### config.mk
export PLATFORM = sky130hd
export DESIGN_NAME = seq_det_arbiter
export DESIGN_NICKNAME = d
export VERILOG_FILES = /design/src/rtl/seq_det_arbiter.sv
export SDC_FILE = /design/constraint.sdc
export NUM_CORES = 1
export LEC_CHECK = 0
export ABC_AREA = 1
export CAP_MARGIN = 25
export CELL_PAD_IN_SITES_DETAIL_PLACEMENT = 0
export CELL_PAD_IN_SITES_GLOBAL_PLACEMENT = 1
export CORE_UTILIZATION = 35
export CTS_CLUSTER_SIZE = 25
export DETAILED_ROUTE_END_ITERATION = 7
export PLACE_DENSITY_LB_ADDON = 0.1
export SLEW_MARGIN = 20
export SYNTH_ARGS = -nofsm -noshare
export SYNTH_HDL_FRONTEND = slang
export SYNTH_SLANG_ARGS = --single-unit
### constraint.sdc
create_clock -name clk -period 1.6 [get_ports clk]
set_clock_uncertainty 0.2 [all_clocks]
set_input_delay 0.32 -clock clk [delete_from_list [all_inputs] [get_ports clk]]
set_output_delay 0.32 -clock clk [all_outputs]
set_load 0.01 [all_outputs]
### src/rtl/seq_det_arbiter.sv
// Two-requester round-robin front end feeding a serial "1011" overlap detector.
// Optional SEQ_DET_ARBITER_TOTAL_EN adds a saturating running total of hits.
module seq_det_arbiter (
  input  logic       clk,
  input  logic       rst,
  input  logic       req0_valid,
  input  logic [7:0] req0_data,
  output logic       req0_ready,
  input  logic       req1_valid,
  input  logic [7:0] req1_data,
  output logic       req1_ready,
  output logic       rsp_valid,
  output logic       rsp_id,
  output logic [1:0] rsp_count,
`ifdef SEQ_DET_ARBITER_TOTAL_EN
  output logic [7:0] total_hits,
`endif
  output logic       busy
);

  typedef enum logic [1:0] {StIdle, StShift, StDrain, StDone} state_e;
  typedef enum logic [2:0] {DetS0, DetS1, DetS2, DetS3, DetS4} det_e;

  state_e     state_q, state_d;
  det_e       det_q, det_d, det_next;
  logic [7:0] shift_q, shift_d;
  logic [2:0] bit_cnt_q, bit_cnt_d;
  logic [1:0] hit_cnt_q, hit_cnt_d;
  logic       id_q, id_d;
  logic       last_grant_q, last_grant_d;
  logic       grant0, grant1, hit, x;

  assign x   = shift_q[7];
  assign hit = (det_q == DetS4);

  // Round robin: on contention the requester that did not win last time goes.
  assign grant0 = req0_valid && (!req1_valid || last_grant_q);
  assign grant1 = req1_valid && (!req0_valid || !last_grant_q);

  always_comb begin
    det_next = DetS0;
    unique case (det_q)
      DetS0:   det_next = x ? DetS1 : DetS0;
      DetS1:   det_next = x ? DetS1 : DetS2;
      DetS2:   det_next = x ? DetS3 : DetS0;
      DetS3:   det_next = x ? DetS4 : DetS2;
      DetS4:   det_next = x ? DetS1 : DetS2;
      default: det_next = DetS0;
    endcase
  end

  always_comb begin
    state_d      = state_q;
    det_d        = det_q;
    shift_d      = shift_q;
    bit_cnt_d    = bit_cnt_q;
    hit_cnt_d    = hit_cnt_q;
    id_d         = id_q;
    last_grant_d = last_grant_q;
    req0_ready   = 1'b0;
    req1_ready   = 1'b0;
    unique case (state_q)
      StIdle: begin
        // Readys are masked while reset is asserted so no handshake is seen.
        req0_ready = rst && grant0;
        req1_ready = rst && grant1;
        if (grant0 || grant1) begin
          shift_d      = grant1 ? req1_data : req0_data;
          det_d        = DetS0;
          bit_cnt_d    = 3'd0;
          hit_cnt_d    = 2'd0;
          id_d         = grant1;
          last_grant_d = grant1;
          state_d      = StShift;
        end
      end
      StShift: begin
        hit_cnt_d = hit_cnt_q + {1'b0, hit};
        det_d     = det_next;
        shift_d   = {shift_q[6:0], 1'b0};
        bit_cnt_d = bit_cnt_q + 3'd1;
        if (bit_cnt_q == 3'd7) state_d = StDrain;
      end
      StDrain: begin
        // Picks up a match completed by the final bit.
        hit_cnt_d = hit_cnt_q + {1'b0, hit};
        state_d   = StDone;
      end
      StDone:  state_d = StIdle;
      default: state_d = StIdle;
    endcase
  end

  assign rsp_valid = rst && (state_q == StDone);
  assign rsp_id    = rsp_valid && id_q;
  assign rsp_count = rsp_valid ? hit_cnt_q : 2'd0;
  assign busy      = rst && (state_q != StIdle);

  always_ff @(posedge clk) begin
    if (!rst) begin
      state_q      <= StIdle;
      det_q        <= DetS0;
      shift_q      <= 8'd0;
      bit_cnt_q    <= 3'd0;
      hit_cnt_q    <= 2'd0;
      id_q         <= 1'b0;
      last_grant_q <= 1'b1;
    end else begin
      state_q      <= state_d;
      det_q        <= det_d;
      shift_q      <= shift_d;
      bit_cnt_q    <= bit_cnt_d;
      hit_cnt_q    <= hit_cnt_d;
      id_q         <= id_d;
      last_grant_q <= last_grant_d;
    end
  end

`ifdef SEQ_DET_ARBITER_TOTAL_EN
  logic [7:0] total_q, total_d;
  logic [8:0] total_sum;

  assign total_sum = {1'b0, total_q} + {7'd0, hit_cnt_q};

  always_comb begin
    total_d = total_q;
    if (state_q == StDone) total_d = total_sum[8] ? 8'hFF : total_sum[7:0];
  end

  always_ff @(posedge clk) begin
    if (!rst) total_q <= 8'd0;
    else      total_q <= total_d;
  end

  assign total_hits = total_q;
`endif

endmodule
==> summary.txt, run 1 <==
Die
  – Core area: 3690 um2
  – Die Span Y: 64.2 um
  – Cell Rows: 22
  – Starting Density: 0.367
  – Full die area: 4120 um2
  – Chip width: 64.2 um
  – # IOs: 27

Min path
  – Hold WC Path Type: flip-flop to flip-flop
  – Min-delay src: id_q$_SDFFE_PN0P_
  – Worst Hold End: id_q$_SDFFE_PN0P_
  – Worst hold path cell count: 2

Outcome
  – Status: finished, violations left
  – Failing checks: setup timing

Global routing
  – Largest net degree at the start of global routing: 15
  – Total global-route track usage: 0.178
  – Vias in the first global route: 1319
  – GRT overflow: 0
  – Initial antenna violation count: 0
  – First-pass GRT wire length: 5780 um

Power
  – Lkg Pwr: 0.972 nW
  – Sw frac: 0.423
  – Logic pwr share: 0.624
  – Int Pwr: 1.93 mW
  – Final Power: 3.34 mW
  – Peak supply drop: 0.775 mV
  – PD cells: 1670 nW/um2
  – Flop pwr share: 0.256
  – Net Sw Power: 1.41 mW
  – Clock network fraction of design power: 0.120

Clock tree
  – Clock transition at path regs: 0.08 ns
  – CTS Buffer Depth: 2
  – Root Buffer Master: clkbuf_8
  – CTS tree: built
  – Cts bufs inserted: 3
  – Clock sinks: 20
  – Later-pin clock latency in the skew report: 0.26 ns
  – CTS H-tree depth: 1

Yosys
  – Synth unique cells: 26
  – Post-synth ARST share: 0
  – Register area share after synthesis: 0.296
  – Mean Syn Cell Area: 6.57 um2
  – Post-synthesis cell area: 1350 um2
  – Gate Count Post-Synth: 206
  – FF+latch count, synth: 20
  – Post-synth top flop: dfxtp_1
  – EDFF count, synth: 0
  – Yosys warning total: 0
  – Syn nets: 233

Worst setup path
  – Critical Path Source Type: flip-flop
  – CP Max Fanout: 4
  – R2R cell count: 8
  – Critical Path AT: 1.13 ns
  – RR Startpoint: state_q[1]$_SDFFE_PN0P_
  – R2r endpoint: state_q[1]$_SDFFE_PN0P_
  – Setup crit end kind: output pin
  – WP data required: 1.08 ns
  – Max stage delay on crit path: 0.34 ns
  – Reg2Reg Setup Slack: 0.06 ns
  – Cells along the critical path: buf_6 -> ha_4 -> nand2_4 -> nor2_2 -> buf_2
  – Critical-path top delay cell: dfxtp_2
  – Setup crit start: state_q[0]$_SDFFE_PN0P_
  – Critical setup path kind: flip-flop to output pin

STA
  – Max_slew headroom: 0.841
  – Setup ws final: -0.0542 ns
  – Min Hold Slack: 0.268 ns
  – Final min period: 1.65 ns
  – Fmax: 0.605 GHz
  – Worst slew pin tran: 0.239 ns
  – Final Hold Violating Endpoints: 0
  – Max Slew Vio Count: 0
  – Final Setup Violations: 7
  – RSZ-0062 raised after global routing: yes
  – Period utilisation layout: 1.03

Detailed routing
  – Final wirelength: 3450 um
  – DRT Pass-1 Iters: 4
  – DRC viols: 0
  – Detail Route Antenna Nets: 0
  – Avg WL per Cell: 11.4 um
  – Iter 0 DRT Violations: 46
  – Routed vias/inst: 4.77
  – Vias: 1451

Cells and area
  – Area grow syn2layout: 47.3%
  – Fill count: 380
  – Fraction of layout cells with a size suffix above 1: 0.316
  – Antenna diodes: 0
  – Finished Cell Area: 1990 um2
  – Nets: 284

Placement
  – # port buffers: 26
  – Placed cell area: 1810 um2
  – RePlAce Congestion: 0.753
  – Pre-CTS setup slack: -0.701 ns
  – Post-DP HPWL: 2590 um

Run
  – Max-cap violations: 0
-- cell usage after synthesis (2+ instances only) --
cell type | number | share of area
inv_2 | 3 | 0.0083
inv_1 | 32 | 0.089
nand2_4 | 4 | 0.033
nand2_2 | 2 | 0.0092
buf_6 | 3 | 0.025
ha_1 | 7 | 0.065
nand3_2 | 4 | 0.030
nand2_1 | 38 | 0.11
dfxtp_1 | 20 | 0.30
o21ai_0 | 8 | 0.030
nor2_1 | 31 | 0.086
nand3_1 | 32 | 0.12
a21oi_1 | 9 | 0.033
-- routing by layer --
metal  GRT usage  wire length (um)
met3      0.0268               123
met5           0                 0
met1       0.216              1620
met2       0.316              1670
met4      0.0583                38
-- logic make-up (layout without fill, tap and decap cells) --
family | Yosys count | after routing | synth area share
buffers and inverters | 43 | 93 | 0.150
flip-flops | 20 | 20 | 0.296
AND/OR/NAND/NOR | 117 | 117 | 0.415
adder cells (fa/ha/maj) | 7 | 7 | 0.0647
AO/OA/AOI/OAI | 19 | 19 | 0.0749
-- through the flow --
stage,std cells,util,setup TNS [ns]
2_1_floorplan,206,-,0
3_3_place_gp,297,0.491,-11.72
3_5_place_dp,297,0.491,-11.85
4_1_cts,302,0.514,-0.299
5_1_grt,304,0.541,-0.738
6_report,304,0.541,-0.214
-- worst max-delay path: cells and delay by family (launching register included) --
kind,cells,cell delay [ns]
buffers and inverters,2,0.22
AND/OR/NAND/NOR,2,0.16
adder cells (fa/ha/maj),1,0.14
flip-flops,1,0.34
-- final cells by class --
| type | count | area [um2] | share of cell area |
|---|---|---|---|
| Clock buffer | 4 | 55.1 | 0.0276 |
| Inverter | 37 | 146 | 0.0734 |
| Multi-Input combinational cell | 143 | 843 | 0.423 |
| Sequential cell | 20 | 410 | 0.206 |
| Tap cell | 48 | 60.1 | 0.0301 |
| Timing Repair Buffer | 52 | 479 | 0.240 |
-- state kept, by name, summed over array words and instances, names as in the netlist --
name / flops
id_q: 1
state_q: 2
bit_cnt_q: 3
det_q: 3
hit_cnt_q: 2
shift_q: 8
last_grant_q: 1
-- layout by cell type (no fill, tap or decap), types with 6 or more instances in the layout --
master and count:
nand3_1 32, nor2_1 26, inv_1 29, buf_2 6
o21ai_0 8, buf_4 21, a21oi_1 8, clkdlybuf4s50_1 16
dfxtp_1 14, nand2_1 34
-- how the worst max path moves through the flow --
stage          slack (ns)  depth (start not counted)           end
2_1_floorplan        0.09                          4    req1_ready
3_5_place_dp        -0.70                          6    req0_ready
6_report            -0.05                          5  rsp_count[1]
5_1_grt             -0.12                          5    req1_ready
4_1_cts             -0.06                          5    req1_ready
3_3_place_gp        -0.68                          6    req0_ready
-- repair_timing --
action / in CTS / in global routing
setup endpoints to repair: 27 / 17
hold buffers: 0 / 0
gates resized for setup: 48 / 24
gates cloned: 0 / 1
pin swaps: 4 / 7
setup buffers: 1 / 1
-- power groups by stage --
stage	Clock, mW	Sequential (mW)	Combinational, mW
global placement	0	0.811	1.75
detailed placement	0	0.825	1.79
finish	0.402	0.854	2.08
floorplan	0	0.795	1.16
CTS	0.403	0.828	1.91
global route	0.422	0.879	2.31
Power figures use the tool's default switching activity.
==> inputs of run 2 (changes only) <==
ABC_AREA = not set   (was 1)
CORE_UTILIZATION = 36   (was 35)
==> run 2 against run 1 <==
Effect of this change: the flow still finishes with violations (setup timing); cell area grew 5.9%; critical endpoint is now busy; final cell count shrank 19%; maximum frequency shrank 9.5%; highest routed layer unchanged; via count shrank 7.3%; synthesized cell count shrank 29%; critical path depth grew 1; flip-flop and latch count is the same; clock power shrank 39%; worst setup slack lost 0.17 ns; register-to-register slack lost 0.26 ns; largest power group unchanged.
==> summary.txt, run 2 <==
Yosys
  – Top cells by area, synth: dfxtp_1, ha_1, nor3b_1
  – Most common cell in the netlist: dfxtp_1
  – Post-synth top flop: dfxtp_1
  – Post-synth ARST share: 0 (unchanged)
  – Gate Count Post-Synth: 147 (-29%)
  – Syn nets: 174 (-25%)
  – Yosys warning total: 0 (unchanged)
  – Leading area contributor after synthesis: dfxtp_1
  – Register area share after synthesis: 0.325 (+0.0291)
  – Synth unique cells: 39 (+50%)
  – Post-synthesis cell area: 1230 um2 (-9.0%)
  – Yosys top cell area share: 0.325 (+0.0291)
  – Mean Syn Cell Area: 8.38 um2 (+28%)
  – FF+latch count, synth: 20 (unchanged)
  – Synth cell count leaders: dfxtp_1, nand2_1, nor3b_1
  – EDFF count, synth: 0 (unchanged)

Worst setup path
  – R2R cell count: 8 (unchanged)
  – Cells along the critical path: inv_2 -> ha_4 -> buf_4 -> buf_6 -> nor2_4 -> buf_6
  – Critical setup path kind: flip-flop to output pin
  – Crit path top cell by count: buf_6
  – Critical Path Source Type: flip-flop
  – RR Startpoint: state_q[1]$_SDFFE_PN0P_
  – Critical-path top delay cell: dfxtp_2
  – WP data required: 1.08 ns (about the same)
  – Max stage delay on crit path: 0.36 ns (+0.02 ns)
  – CP Max Fanout: 5 (+1)
  – Critical Path AT: 1.31 ns (+0.18 ns)
  – R2r endpoint: det_q[0]$_SDFFE_PN0P_
  – Reg2Reg Setup Slack: -0.20 ns (-0.26 ns)
  – Setup crit end kind: output pin

STA
  – Worst slew pin tran: 0.516 ns (+0.277 ns)
  – Max Slew Vio Count: 0 (unchanged)
  – Final Hold Violating Endpoints: 0 (unchanged)
  – Max_slew headroom: 0.651 (-0.190)
  – Fmax: 0.547 GHz (-9.5%)
  – Final Setup Violations: 25 (+18)
  – RSZ-0062 raised after global routing: yes
  – Final min period: 1.83 ns (+0.173 ns)
  – Setup ws final: -0.227 ns (-0.173 ns)
  – Period utilisation layout: 1.14 (+0.108)

Placement
  – Dpl cells: 231 (-22%)
  – RePlAce Congestion: 0.718 (-4.7%)
  – Pre-CTS setup slack: -0.653 ns (+0.0483 ns)
  – Post-DP HPWL: 2360 um (-8.8%)
  – # port buffers: 26 (unchanged)
  – Placed cell area: 1710 um2 (-5.7%)

Cells and area
  – Largest register FFs: 8 (unchanged)
  – Biggest register: shift_q
  – Post-Layout Cell Count: 246 (-19%)
  – Nets: 231 (-19%)
  – Top flop regs: shift_q: 8 flops, bit_cnt_q: 3 flops, det_q: 3 flops
  – Antenna diodes: 0 (unchanged)
  – Fraction of layout cells with a size suffix above 1: 0.431 (+0.114)
  – Core Util, Final: 0.670 (+0.129)
  – Most common cell after layout, fill and taps aside: buf_4
  – Finished Cell Area: 2110 um2 (+5.9%)
  – Area grow syn2layout: 71.4%
  – Most frequent cells in the layout: buf_4, dfxtp_1, clkdlybuf4s50_1

Outcome
  – Failing checks: setup timing
  – Status: finished, violations left

Detailed routing
  – Avg WL per Cell: 15.5 um (+37%)
  – Detail Route Antenna Nets: 0 (unchanged)
  – Final wirelength: 3820 um (+11%)
  – DRC viols: 0 (unchanged)
  – DRT Pass-1 Iters: 4 (unchanged)
  – Routed vias/inst: 5.47 (+15%)
  – Vias: 1345 (-7.3%)
  – Iter 0 DRT Violations: 75 (+63%)

Clock tree
  – Later-pin clock latency in the skew report: 0.30 ns (+0.04 ns)
  – Clock transition at path regs: 0.11 ns (+0.03 ns)
  – CTS H-tree depth: 1 (unchanged)
  – CTS tree: built
  – Root Buffer Master: clkbuf_4
  – Clock sinks: 20 (unchanged)
  – Cts bufs inserted: 3 (unchanged)
  – CTS Buffer Depth: 2 (unchanged)

Min path
  – Worst Hold End: bit_cnt_q[2]$_SDFFE_PN0P_
  – Min-delay src: bit_cnt_q[2]$_SDFFE_PN0P_
  – Worst hold path cell count: 2 (unchanged)
  – Hold WC Path Type: flip-flop to flip-flop

Die
  – Chip width: 60.5 um (-5.7%)
  – Cell Rows: 20 (-9.1%)
  – Full die area: 3660 um2 (-11%)
  – Core area: 3150 um2 (-15%)
  – Starting Density: 0.391 (+0.0238)
  – Die Span Y: 60.5 um (-5.7%)
  – # IOs: 27 (unchanged)

Power
  – Lkg Pwr: 0.829 nW (-15%)
  – PD cells: 1620 nW/um2 (-3.1%)
  – Final Power: 3.43 mW (+2.6%)
  – Peak supply drop: 0.787 mV (+1.5%)

Global routing
  – Initial antenna violation count: 0 (unchanged)
  – Largest net degree at the start of global routing: 18 (+3)
  – Vias in the first global route: 1205 (-8.6%)
  – GRT overflow: 0 (unchanged)
  – First-pass GRT wire length: 5670 um (-1.8%)
  – Total global-route track usage: 0.206 (+0.0285)

Run
  – Max-cap violations: 0 (unchanged)
[run 2: changes by cell type after synthesis, sizes merged, moves of 3 or more]
cell,previous run,this run
nor3,1,7
o32ai,0,7
nor3b,1,10
clkbuf,0,4
nand3,36,5
o2111ai,0,7
nand2,44,14
nor2b,0,3
and3,0,3
inv,36,5
nor2,31,7
[run 2: cell families (layout without fill, tap and decap cells)]
kind of cell / count (synthesis) / in the layout / share of synthesized area
AND/OR/NAND/NOR: 60 / 60 / 0.275
AO/OA/AOI/OAI: 42 / 42 / 0.244
flip-flops: 20 / 20 / 0.325
buffers and inverters: 17 / 72 / 0.0771
adder cells (fa/ha/maj): 7 / 7 / 0.0711
multiplexers: 1 / 1 / 0.00812
[run 2: how the worst max path moves through the flow]
stage / depth (start not counted) / endpoint / from
3_3_place_gp: 4 / req0_ready / rst
6_report: 6 / busy / state_q[1]$_SDFFE_PN0P_
5_1_grt: 5 / req0_ready / state_q[1]$_SDFFE_PN0P_
2_1_floorplan: 7 / det_q[1]$_SDFFE_PN0P_ / state_q[1]$_SDFFE_PN0P_
4_1_cts: 5 / req0_ready / state_q[0]$_SDFFE_PN0P_
3_5_place_dp: 4 / req0_ready / rst
[run 2: worst max-delay path: cells and delay by family (launching register included)]
| kind | cells | cell delay [ns] |
|---|---|---|
| and+or+nand+nor | 1 | 0.07 |
| DFF | 1 | 0.36 |
| adders and majority gates | 1 | 0.17 |
| buffers and inverters | 4 | 0.41 |
[run 2: stage by stage]
step	hold slack, ns	TNS [ns]
after floorplan	0.246	-0.0708
after global placement	0.257	-13.61
after detailed placement	0.266	-13.78
after CTS	0.284	-2.79
after global routing	0.315	-5.38
final	0.289	-3.58
[run 2: report_power, final]
part	internal, mW	leakage, nW	switching (mW)
Combinational	1.32	0.650	1.09
Clock	0.0877	0.0138	0.156
Sequential	0.656	0.165	0.123
Total	2.06	0.829	1.37
[run 2: per-layer routing]
| metal | share of wire | GRT usage |
|---|---|---|
| met3 | 0.023 | 0.0320 |
| met4 | 0.0034 | 0.0422 |
| met2 | 0.51 | 0.344 |
| met1 | 0.47 | 0.283 |
| met5 | 0 | 0 |
[run 2: layout make-up]
type / instances / area (um2)
Clock buffer: 3 / 22.5
Fill cell: 266 / 1040
Inverter: 5 / 26.3
Multi-Input combinational cell: 110 / 1000
Sequential cell: 20 / 403
Tap cell: 44 / 55.1
Timing Repair Buffer: 64 / 606
[run 2: repair_timing]
| item | in CTS | in global routing |
|---|---|---|
| endpoints found under the hold margin | 0 | 0 |
| setup endpoints to repair | 25 | 25 |
| cloned | 1 | 1 |
| buffers inserted | 5 | 7 |
| gates resized for setup | 53 | 42 |
| hold buffers | 0 | 0 |
| pin swaps | 8 | 18 |
==> inputs of run 3 (changes only) <==
CORE_UTILIZATION = 30   (was 36)
HOLD_SLACK_MARGIN = 0.05   (was not set)
==> run 3 against run 2 <==
Effect of this change: the flow still finishes with violations (setup timing); combinational power fell by 18%; global-route usage decreased by 3.2 points; sequential share of layout area is 1.2 points higher; maximum frequency is 6.9% higher; cell area down 5.7%; first-iteration DRC count fell by 29%; non-clock buffer count fell by 3; worst setup slack better by 0.12 ns; flip-flop and latch count stayed put; critical path depth decreased by 1; critical path type unchanged; largest cell class unchanged; largest power group unchanged; highest routed layer unchanged.
==> summary.txt, run 3 (synthesis results as in run 2) <==
Outcome
  – Status: finished, violations left
  – Failing checks: setup timing

Placement
  – Pre-CTS setup slack: -0.624 ns (+0.0292 ns)
  – # port buffers: 26 (unchanged)
  – RePlAce Congestion: 0.841 (+17%)
  – Post-DP HPWL: 2470 um (+4.7%)
  – Dpl cells: 240 (+3.9%)

Clock tree
  – Cts bufs inserted: 3 (unchanged)
  – Clock transition at path regs: 0.08 ns (-0.03 ns)
  – CTS H-tree depth: 1 (unchanged)
  – CTS Buffer Depth: 2 (unchanged)
  – CTS tree: built
  – Later-pin clock latency in the skew report: 0.26 ns (-0.04 ns)
  – Clock sinks: 20 (unchanged)
  – Root Buffer Master: clkbuf_8
  – # hold bufs at CTS: 0 (unchanged)

Cells and area
  – Area grow syn2layout: 61.5%
  – Largest register FFs: 8 (unchanged)
  – Top flop regs: shift_q: 8 flops, bit_cnt_q: 3 flops, det_q: 3 flops
  – Antenna diodes: 0 (unchanged)
  – Most frequent cells in the layout: buf_4, dfxtp_1, clkdlybuf4s50_1
  – Most common cell after layout, fill and taps aside: buf_4
  – Fraction of layout cells with a size suffix above 1: 0.415 (-0.0157)
  – Nets: 228 (-1.3%)
  – Post-Layout Cell Count: 248 (+0.81%)
  – Biggest register: shift_q
  – Fill count: 368 (+38%)

Power
  – PD cells: 1560 nW/um2 (-3.7%)
  – Peak supply drop: 0.598 mV (-24%)
  – Lkg Pwr: 0.792 nW (-4.5%)
  – Final Power: 3.11 mW (-9.2%)

Global routing
  – Largest net degree at the start of global routing: 21 (+3)
  – Initial antenna violation count: 0 (unchanged)
  – Met3 global-route usage: 0.0207 (-0.0113)
  – GRT met2 Usage: 0.313 (-0.0313)
  – Most used routing layer: met2
  – GR Util met1: 0.212 (-0.0709)
  – GRT overflow: 0 (unchanged)
  – First-pass GRT wire length: 5780 um (+1.8%)
  – Total global-route track usage: 0.174 (-0.0323)
  – Vias in the first global route: 1291 (+7.1%)

STA
  – Fmax: 0.585 GHz (+6.9%)
  – Final Setup Violations: 19 (-24%)
  – Max Slew Vio Count: 0 (unchanged)
  – Worst slew pin tran: 0.344 ns (-0.172 ns)
  – Final Hold Violating Endpoints: 0 (unchanged)
  – Period utilisation layout: 1.07 (-0.0742)
  – RSZ-0062 raised after global routing: yes
  – Final min period: 1.71 ns (-0.119 ns)
  – Setup ws final: -0.108 ns (+0.119 ns)
  – Max_slew headroom: 0.771 (+0.119)

Min path
  – Worst hold path cell count: 2 (unchanged)
  – Hold WC Path Type: flip-flop to flip-flop

Detailed routing
  – Final wirelength: 3680 um (-3.8%)
  – DRT Pass-1 Iters: 4 (unchanged)
  – Detail Route Antenna Nets: 0 (unchanged)
  – Routed vias/inst: 5.32 (-2.7%)
  – DRC viols: 0 (unchanged)
  – Avg WL per Cell: 14.8 um (-4.6%)
  – Iter 0 DRT Violations: 53 (-29%)
  – Vias: 1320 (-1.9%)

Worst setup path
  – Critical Path Source Type: flip-flop
  – Max stage delay on crit path: 0.33 ns (-0.03 ns)
  – CP Depth: 5 (-1)
  – Critical setup path kind: flip-flop to output pin
  – Top delay family on crit path: flip-flops
  – Setup crit end kind: output pin
  – Critical-path top delay cell: dfxtp_2
  – Critical Path AT: 1.19 ns (-0.12 ns)
  – CP Max Fanout: 7 (+2)
  – Critical path buffers and inverters: 2 (-2)
  – WP data required: 1.08 ns (about the same)
  – R2R cell count: 6 (-2)
  – Cells along the critical path: inv_2 -> ha_4 -> nand2_2 -> a211oi_2 -> buf_2

Run
  – Max-cap violations: 0 (unchanged)

Die
  – Core area: 3800 um2 (+20%)
  – Chip width: 66.1 um (+9.2%)
  – # IOs: 27 (unchanged)
  – Full die area: 4370 um2 (+19%)
  – Starting Density: 0.324 (-0.0664)
  – Cell Rows: 22 (+10%)
  – Die Span Y: 66.1 um (+9.2%)
==> run 3: changes by cell type in the layout (fill, tap and decap cells not counted), moves of 2 or more <==
cell	delta
buf_6	-4
o21ai_0	+3
o32ai_2	-2
o21ai_1	-4
o2111ai_1	+2
nor3b_1	-3
buf_4	+3
clkbuf_4	-3
clkbuf_8	+4
o2111ai_4	-2
o32ai_1	+2
nor3b_2	+4
==> run 3: worst paths after layout <==
| path | startpoint | end | slack [ns] |
|---|---|---|---|
| max | state_q[1]$_SDFFE_PN0P_ | req0_ready | -0.11 |
| max reg2reg | state_q[1]$_SDFFE_PN0P_ | det_q[2]$_SDFFE_PN0P_ | -0.08 |
| min reg2reg | bit_cnt_q[2]$_SDFFE_PN0P_ | bit_cnt_q[2]$_SDFFE_PN0P_ | 0.28 |
| min | bit_cnt_q[2]$_SDFFE_PN0P_ | bit_cnt_q[2]$_SDFFE_PN0P_ | 0.28 |
==> run 3: layer usage <==
| layer | routed length (um) | share of wire |
|---|---|---|
| met5 | 0 | 0 |
| met4 | 20 | 0.0054 |
| met3 | 94 | 0.026 |
| met2 | 1910 | 0.52 |
| met1 | 1660 | 0.45 |
==> run 3: where the power goes <==
part | switching [mW] | internal (mW)
sequential | 0.0944 | 0.656
combinational | 0.963 | 0.997
clock | 0.181 | 0.219
total | 1.24 | 1.87
==> run 3: stage by stage <==
step	TNS (ns)	hold WS [ns]	util	instance area, um2
3_5_place_dp	-12.53	0.263	0.460	1750
3_3_place_gp	-12.12	0.257	0.460	1750
4_1_cts	-1.32	0.279	0.492	1870
2_1_floorplan	-0.0708	0.246	-	1280
5_1_grt	-2.61	0.306	0.524	1990
6_report	-0.985	0.279	0.524	1990
==> run 3: worst reg2reg max path, stage by stage, from the launching register on <==
cell and delay, ns:
dfxtp_2 0.33, inv_2 0.08, ha_4 0.17, buf_4 0.16
nor2_4 0.05, or4_4 0.51, a21oi_2 0.12
==> run 3: final cells by class <==
cell class              count  area, um2  share of cell area
multi-input cells         110        938               0.471
inverters                   5       23.8              0.0119
repair buffers             61        510               0.256
flip-flops and latches     20        403               0.202
clock buffers               4       55.1              0.0277
well taps                  48       60.1              0.0302
==> run 3: repair_timing <==
action,4_1_cts,5_1_grt
buffers inserted,2,3
resized for setup,51,25
pin swaps,8,9
setup endpoints to repair,25,25
